--- src/rtl/mem_store_unit.sv ---
`default_nettype none
// ============================================================================
// Module      : mem_store_unit
// Description : Store-side memory formatter for the RISC-V core. Accepts one
//               SB/SH/SW request per transaction and turns it into one or two
//               word-aligned write beats (lane-shifted data plus byte-enable)
//               on a valid/ready write port. A one-cycle done pulse (with err)
//               closes every transaction.
// Revision    : 1.0 - initial release
// ----------------------------------------------------------------------------
// Parameters
//   ALLOW_MISALIGNED : 1 = split word-crossing stores into two beats,
//                      0 = reject them with err and write nothing.
// Ports
//   clk        in   1   clock, rising edge
//   rst        in   1   synchronous active-high reset
//   req_valid  in   1   store request present
//   req_ready  out  1   idle, request can be accepted
//   req_addr   in  32   byte address
//   req_func3  in   3   000 SB, 001 SH, 010 SW, others illegal
//   req_data   in  32   store data (rs2), right-aligned
//   mem_valid  out  1   write beat present
//   mem_ready  in   1   memory accepts the beat
//   mem_addr   out 32   word-aligned beat address
//   mem_wdata  out 32   lane-shifted write data
//   mem_we     out  4   byte enables, bit i = byte lane i
//   done       out  1   one-cycle completion pulse
//   err        out  1   qualified by done: request rejected, nothing written
// ============================================================================
module mem_store_unit #(
  parameter int ALLOW_MISALIGNED = 1
) (
  input  logic        clk,
  input  logic        rst,
  input  logic        req_valid,
  output logic        req_ready,
  input  logic [31:0] req_addr,
  input  logic [2:0]  req_func3,
  input  logic [31:0] req_data,
  output logic        mem_valid,
  input  logic        mem_ready,
  output logic [31:0] mem_addr,
  output logic [31:0] mem_wdata,
  output logic [3:0]  mem_we,
  output logic        done,
  output logic        err
);

  typedef enum logic [1:0] {
    S_IDLE  = 2'd0,
    S_BEAT0 = 2'd1,
    S_BEAT1 = 2'd2,
    S_RESP  = 2'd3
  } state_t;

  state_t state;

  // Second-beat fields, captured at accept time so that beat 1 can be
  // presented on the cycle right after the beat-0 handshake.
  logic [31:0] b1_addr;
  logic [31:0] b1_wdata;
  logic [3:0]  b1_we;
  logic        crossing;

  // --------------------------------------------------------------------------
  // Beat formatting, evaluated on the request inputs and captured at accept.
  // --------------------------------------------------------------------------
  logic [1:0]  off;
  logic [3:0]  size_mask;
  logic        legal;
  logic [63:0] sh64;
  logic [7:0]  m8;
  logic        word_cross;
  logic        reject;
  logic [31:0] beat0_addr;
  logic [31:0] beat1_addr;

  always_comb begin
    off       = req_addr[1:0];
    size_mask = 4'b0000;
    legal     = 1'b1;
    case (req_func3)
      3'b000:  size_mask = 4'b0001;
      3'b001:  size_mask = 4'b0011;
      3'b010:  size_mask = 4'b1111;
      default: legal     = 1'b0;
    endcase
    // Byte offset times 8 is the bit shift; the upper half of sh64 and m8
    // holds whatever spills into the following word.
    sh64       = {32'h0000_0000, req_data} << {off, 3'b000};
    m8         = {4'b0000, size_mask} << off;
    word_cross = |m8[7:4];
    reject     = !legal || (word_cross && (ALLOW_MISALIGNED == 0));
    beat0_addr = {req_addr[31:2], 2'b00};
    beat1_addr = beat0_addr + 32'd4;   // wraps modulo 2^32
  end

  // --------------------------------------------------------------------------
  // Control FSM with registered outputs.
  // --------------------------------------------------------------------------
  always_ff @(posedge clk) begin
    if (rst) begin
      state     <= S_IDLE;
      req_ready <= 1'b1;
      mem_valid <= 1'b0;
      mem_addr  <= 32'h0000_0000;
      mem_wdata <= 32'h0000_0000;
      mem_we    <= 4'b0000;
      done      <= 1'b0;
      err       <= 1'b0;
      b1_addr   <= 32'h0000_0000;
      b1_wdata  <= 32'h0000_0000;
      b1_we     <= 4'b0000;
      crossing  <= 1'b0;
    end else begin
      case (state)
        S_IDLE: begin
          if (req_valid && req_ready) begin
            req_ready <= 1'b0;
            b1_addr   <= beat1_addr;
            b1_wdata  <= sh64[63:32];
            b1_we     <= m8[7:4];
            crossing  <= word_cross;
            if (reject) begin
              // No beat at all: report straight away.
              done  <= 1'b1;
              err   <= 1'b1;
              state <= S_RESP;
            end else begin
              mem_valid <= 1'b1;
              mem_addr  <= beat0_addr;
              mem_wdata <= sh64[31:0];
              mem_we    <= m8[3:0];
              state     <= S_BEAT0;
            end
          end
        end

        S_BEAT0: begin
          if (mem_ready) begin
            if (crossing) begin
              // mem_valid stays high; swap in the second-word beat.
              mem_addr  <= b1_addr;
              mem_wdata <= b1_wdata;
              mem_we    <= b1_we;
              state     <= S_BEAT1;
            end else begin
              mem_valid <= 1'b0;
              mem_we    <= 4'b0000;
              done      <= 1'b1;
              err       <= 1'b0;
              state     <= S_RESP;
            end
          end
        end

        S_BEAT1: begin
          if (mem_ready) begin
            mem_valid <= 1'b0;
            mem_we    <= 4'b0000;
            done      <= 1'b1;
            err       <= 1'b0;
            state     <= S_RESP;
          end
        end

        S_RESP: begin
          done      <= 1'b0;
          err       <= 1'b0;
          req_ready <= 1'b1;
          state     <= S_IDLE;
        end

        default: begin
          state     <= S_IDLE;
          req_ready <= 1'b1;
          mem_valid <= 1'b0;
          mem_we    <= 4'b0000;
          done      <= 1'b0;
          err       <= 1'b0;
        end
      endcase
    end
  end

endmodule
`default_nettype wire

--- config.mk ---
export PLATFORM = sky130hd
export DESIGN_NAME = mem_store_unit
export DESIGN_NICKNAME = d
export VERILOG_FILES = /design/src/rtl/mem_store_unit.sv
export SDC_FILE = /design/constraint.sdc
export NUM_CORES = 1
export LEC_CHECK = 0
export BUFFER_PORTS_ARGS = -buffer_cell sky130_fd_sc_hd__buf_2
export CAP_MARGIN = 20
export CELL_PAD_IN_SITES_DETAIL_PLACEMENT = 1
export CELL_PAD_IN_SITES_GLOBAL_PLACEMENT = 2
export CORE_MARGIN = 2
export CORE_UTILIZATION = 35
export DETAILED_ROUTE_END_ITERATION = 7
export PLACE_DENSITY = 0.93
export SLEW_MARGIN = 20
export SYNTH_ARGS = -nofsm -noshare
export SYNTH_HDL_FRONTEND = slang
export SYNTH_SLANG_ARGS = --single-unit
export TNS_END_PERCENT = 50
--- constraint.sdc ---
create_clock -name clk -period 3 [get_ports clk]
set_input_delay 0.6 -clock clk [delete_from_list [all_inputs] [get_ports clk]]
set_output_delay 0.6 -clock clk [all_outputs]
set_load 0.03 [all_outputs]
==> reports/qor.yml <==
status: "finished clean"
synthArstFlopShare: 0
crit_type: "flip-flop to flip-flop"
grt_pass1_wl_microns: 34800
cellPowerDensity_nw_per_um2: 1020
fin_util: 0.432
pin_count: 143
viasPerCell: 5.74
power.total_w: 0.00822
synth_edf_count: 0
ys_seq_area_frac: 0.393
ys_ff_latch: 130
setup_viol: 0
synth_cell_types: 61
syn-cell-area_sq_um: 6620
r2r_slack_ns: 0.63
wirelength_microns: 22000
critPathMaxFanout: 27
grt_use_met2: 0.358
rows: 50
n_antenna_cell: 0
met3_usage: 0.0445
synthesis.instances: 778
cts_setup_buffers: 0
p_leak_nw: 3.01
tns_ns: 0
gp_congestion: 0.767
synthFlopType: "dfxtp_1"
min_period_ns: 2.37
top_usage_layer: "met2"
die_x_microns: 142
syn_to_final_growth_pct: 21.8
ant_nets: 0
start_kind: "flip-flop"
final_cell_mix: "buf_2 (139), dfxtp_1 (130), a21oi_1 (97), nor2_1 (65), a211oi_1 (61)"
drtIter0Drc: 394
clk_pin_slew_ns: 0.06
vdd_drop_max_mv: 0.410
vias: 6481
die_area_sq_um: 20000
instances_no_fill: 1130
die_h_microns: 142
crit_path_end_kind: "flip-flop"
cts_buffers: 17
post_cts_resized: 0
layout.nets: 960
grt_overflow: 0
fill_cells: 2259
fin_skew_ns: 0.0107
grt_pass1_vias: 6434
cap_viol_max_count: 0
maxSlewViolCount: 0
clock_latency_ns: 0.43
slew_headroom: 0.325
antenna_found_initial: 0
cts-root-buf: "clkbuf_16"
ys_warn_count: 0
tightestPinTransition_ns: 1.00
synth_area_per_cell_sq_um: 8.51
dp.cells: 1098
ctsHoldBuffers: 0
wl_per_cell_microns: 19.4
h-tree-depth: 4
fmax_ghz: 0.422
drt_pre_antenna_iters: 4
final_common_cell: "buf_2"
drc: 0
min_period_over_period: 0.790
cp.required_ns: 3.32
place.port_buffers: 140
cts_tree: "done"
arrival_ns: 2.69
track_usage: 0.219
rsz0062_at_grt: "no"
clk_path_buf_depth: 2
place.detailed.hpwl_microns: 14400
grt_util_met1: 0.299
cts_num_sinks: 130
start_util: 0.355
grt_max_degree: 55
hold_violations: 0
coreArea_sq_um: 18600
hold_class: "primary input to flip-flop"
drive_above_1_share: 0.260
==> through the flow <==
stage / setup WS [ns] / area (sq um) / hold WS, ns
5_1_grt: 0.404 / 8060 / 0.453
3_5_place_dp: 0.538 / 7450 / 0.444
3_3_place_gp: 0.557 / 7450 / 0.436
4_1_cts: 0.587 / 8060 / 0.441
2_1_floorplan: 0.934 / 6620 / 0.427
6_report: 0.629 / 8060 / 0.446
==> final cells by class <==
class | count | area (sq um) | area share
clock inverter | 15 | 180 | 0.0224
tap | 234 | 293 | 0.0363
multi-input combinational | 567 | 3670 | 0.455
clock buffer | 17 | 425 | 0.0528
timing repair buffer | 160 | 866 | 0.107
sequential | 130 | 2600 | 0.323
inverter | 7 | 26.3 | 0.00326
==> metal layers <==
layer	vias up	routed length, microns
met5	-	0
met4	0	231
met3	20	1130
met2	172	10400
met1	3148	10200
li1	3141	-
==> critical path, cell delays in order, from the launching register on <==
cell and delay [ns]:
dfxtp_1 0.35, inv_1 0.15, ha_1 0.46, and3_2 0.61, buf_4 0.35, nor2_1 0.07, a311oi_1 0.27
==> final timing paths <==
check / start / to / cells after the start
worst min-delay path: req_addr[2] / b1_addr[2] / 2
worst min register to register: b1_wdata[10] / b1_wdata[10] / 2
worst max register to register: state[0] / b1_addr[16] / 6
worst max-delay path: state[0] / b1_addr[16] / 6
==> state kept, by name, summed over array words and instances, names as in the netlist <==
register and count:
done 1, state 2, crossing 1, mem_wdata 32
req_ready 1, err 1, b1_addr 30, mem_addr 30
mem_valid 1, mem_we 4, b1_wdata 24, b1_we 3
==> synth_stat cells (2+ instances only) <==
cell	count	area share
dfxtp_1	130	0.39
a21oi_1	97	0.073
nor2_1	66	0.037
a211oi_1	61	0.069
clkbuf_1	57	0.032
nand2_1	57	0.032
mux2i_1	31	0.047
nand3_1	28	0.021
mux2_2	25	0.043
a311oi_1	22	0.029
o21ai_0	18	0.014
a22oi_1	16	0.018
nor3_1	15	0.011
or4_1	14	0.016
nor4_1	12	0.011
nand4_1	10	0.0095
a221oi_1	9	0.012
nor4b_1	8	0.011
inv_1	7	0.0040
ha_1	6	0.011
xnor2_1	6	0.0079
xor2_1	6	0.0079
and3_1	5	0.0047
nor2b_1	5	0.0047
o31ai_1	5	0.0057
or3_1	5	0.0047
and2_1	4	0.0038
buf_1	4	0.0023
buf_2	4	0.0030
clkbuf_8	4	0.0083
o31a_1	4	0.0053
and4_1	3	0.0040
buf_4	3	0.0034
a31oi_1	2	0.0019
nand2b_1	2	0.0019
nand4_2	2	0.0038
==> report_power, final <==
group	switching [W]	internal, W
registers	0.000277	0.00223
clock network	0.000860	0.00131
logic	0.00240	0.00114
total	0.00353	0.00468
==> cells by family after synthesis <==
kind of cell    share of synthesized area
xor+xnor                           0.0159
fa+ha+maj                          0.0113
compound gates                      0.245
other cells                      0.000567
flops                               0.393
simple gates                        0.187
mux                                0.0894
buf+inv                            0.0571
No activity file was read; power rests on OpenSTA's default activity.
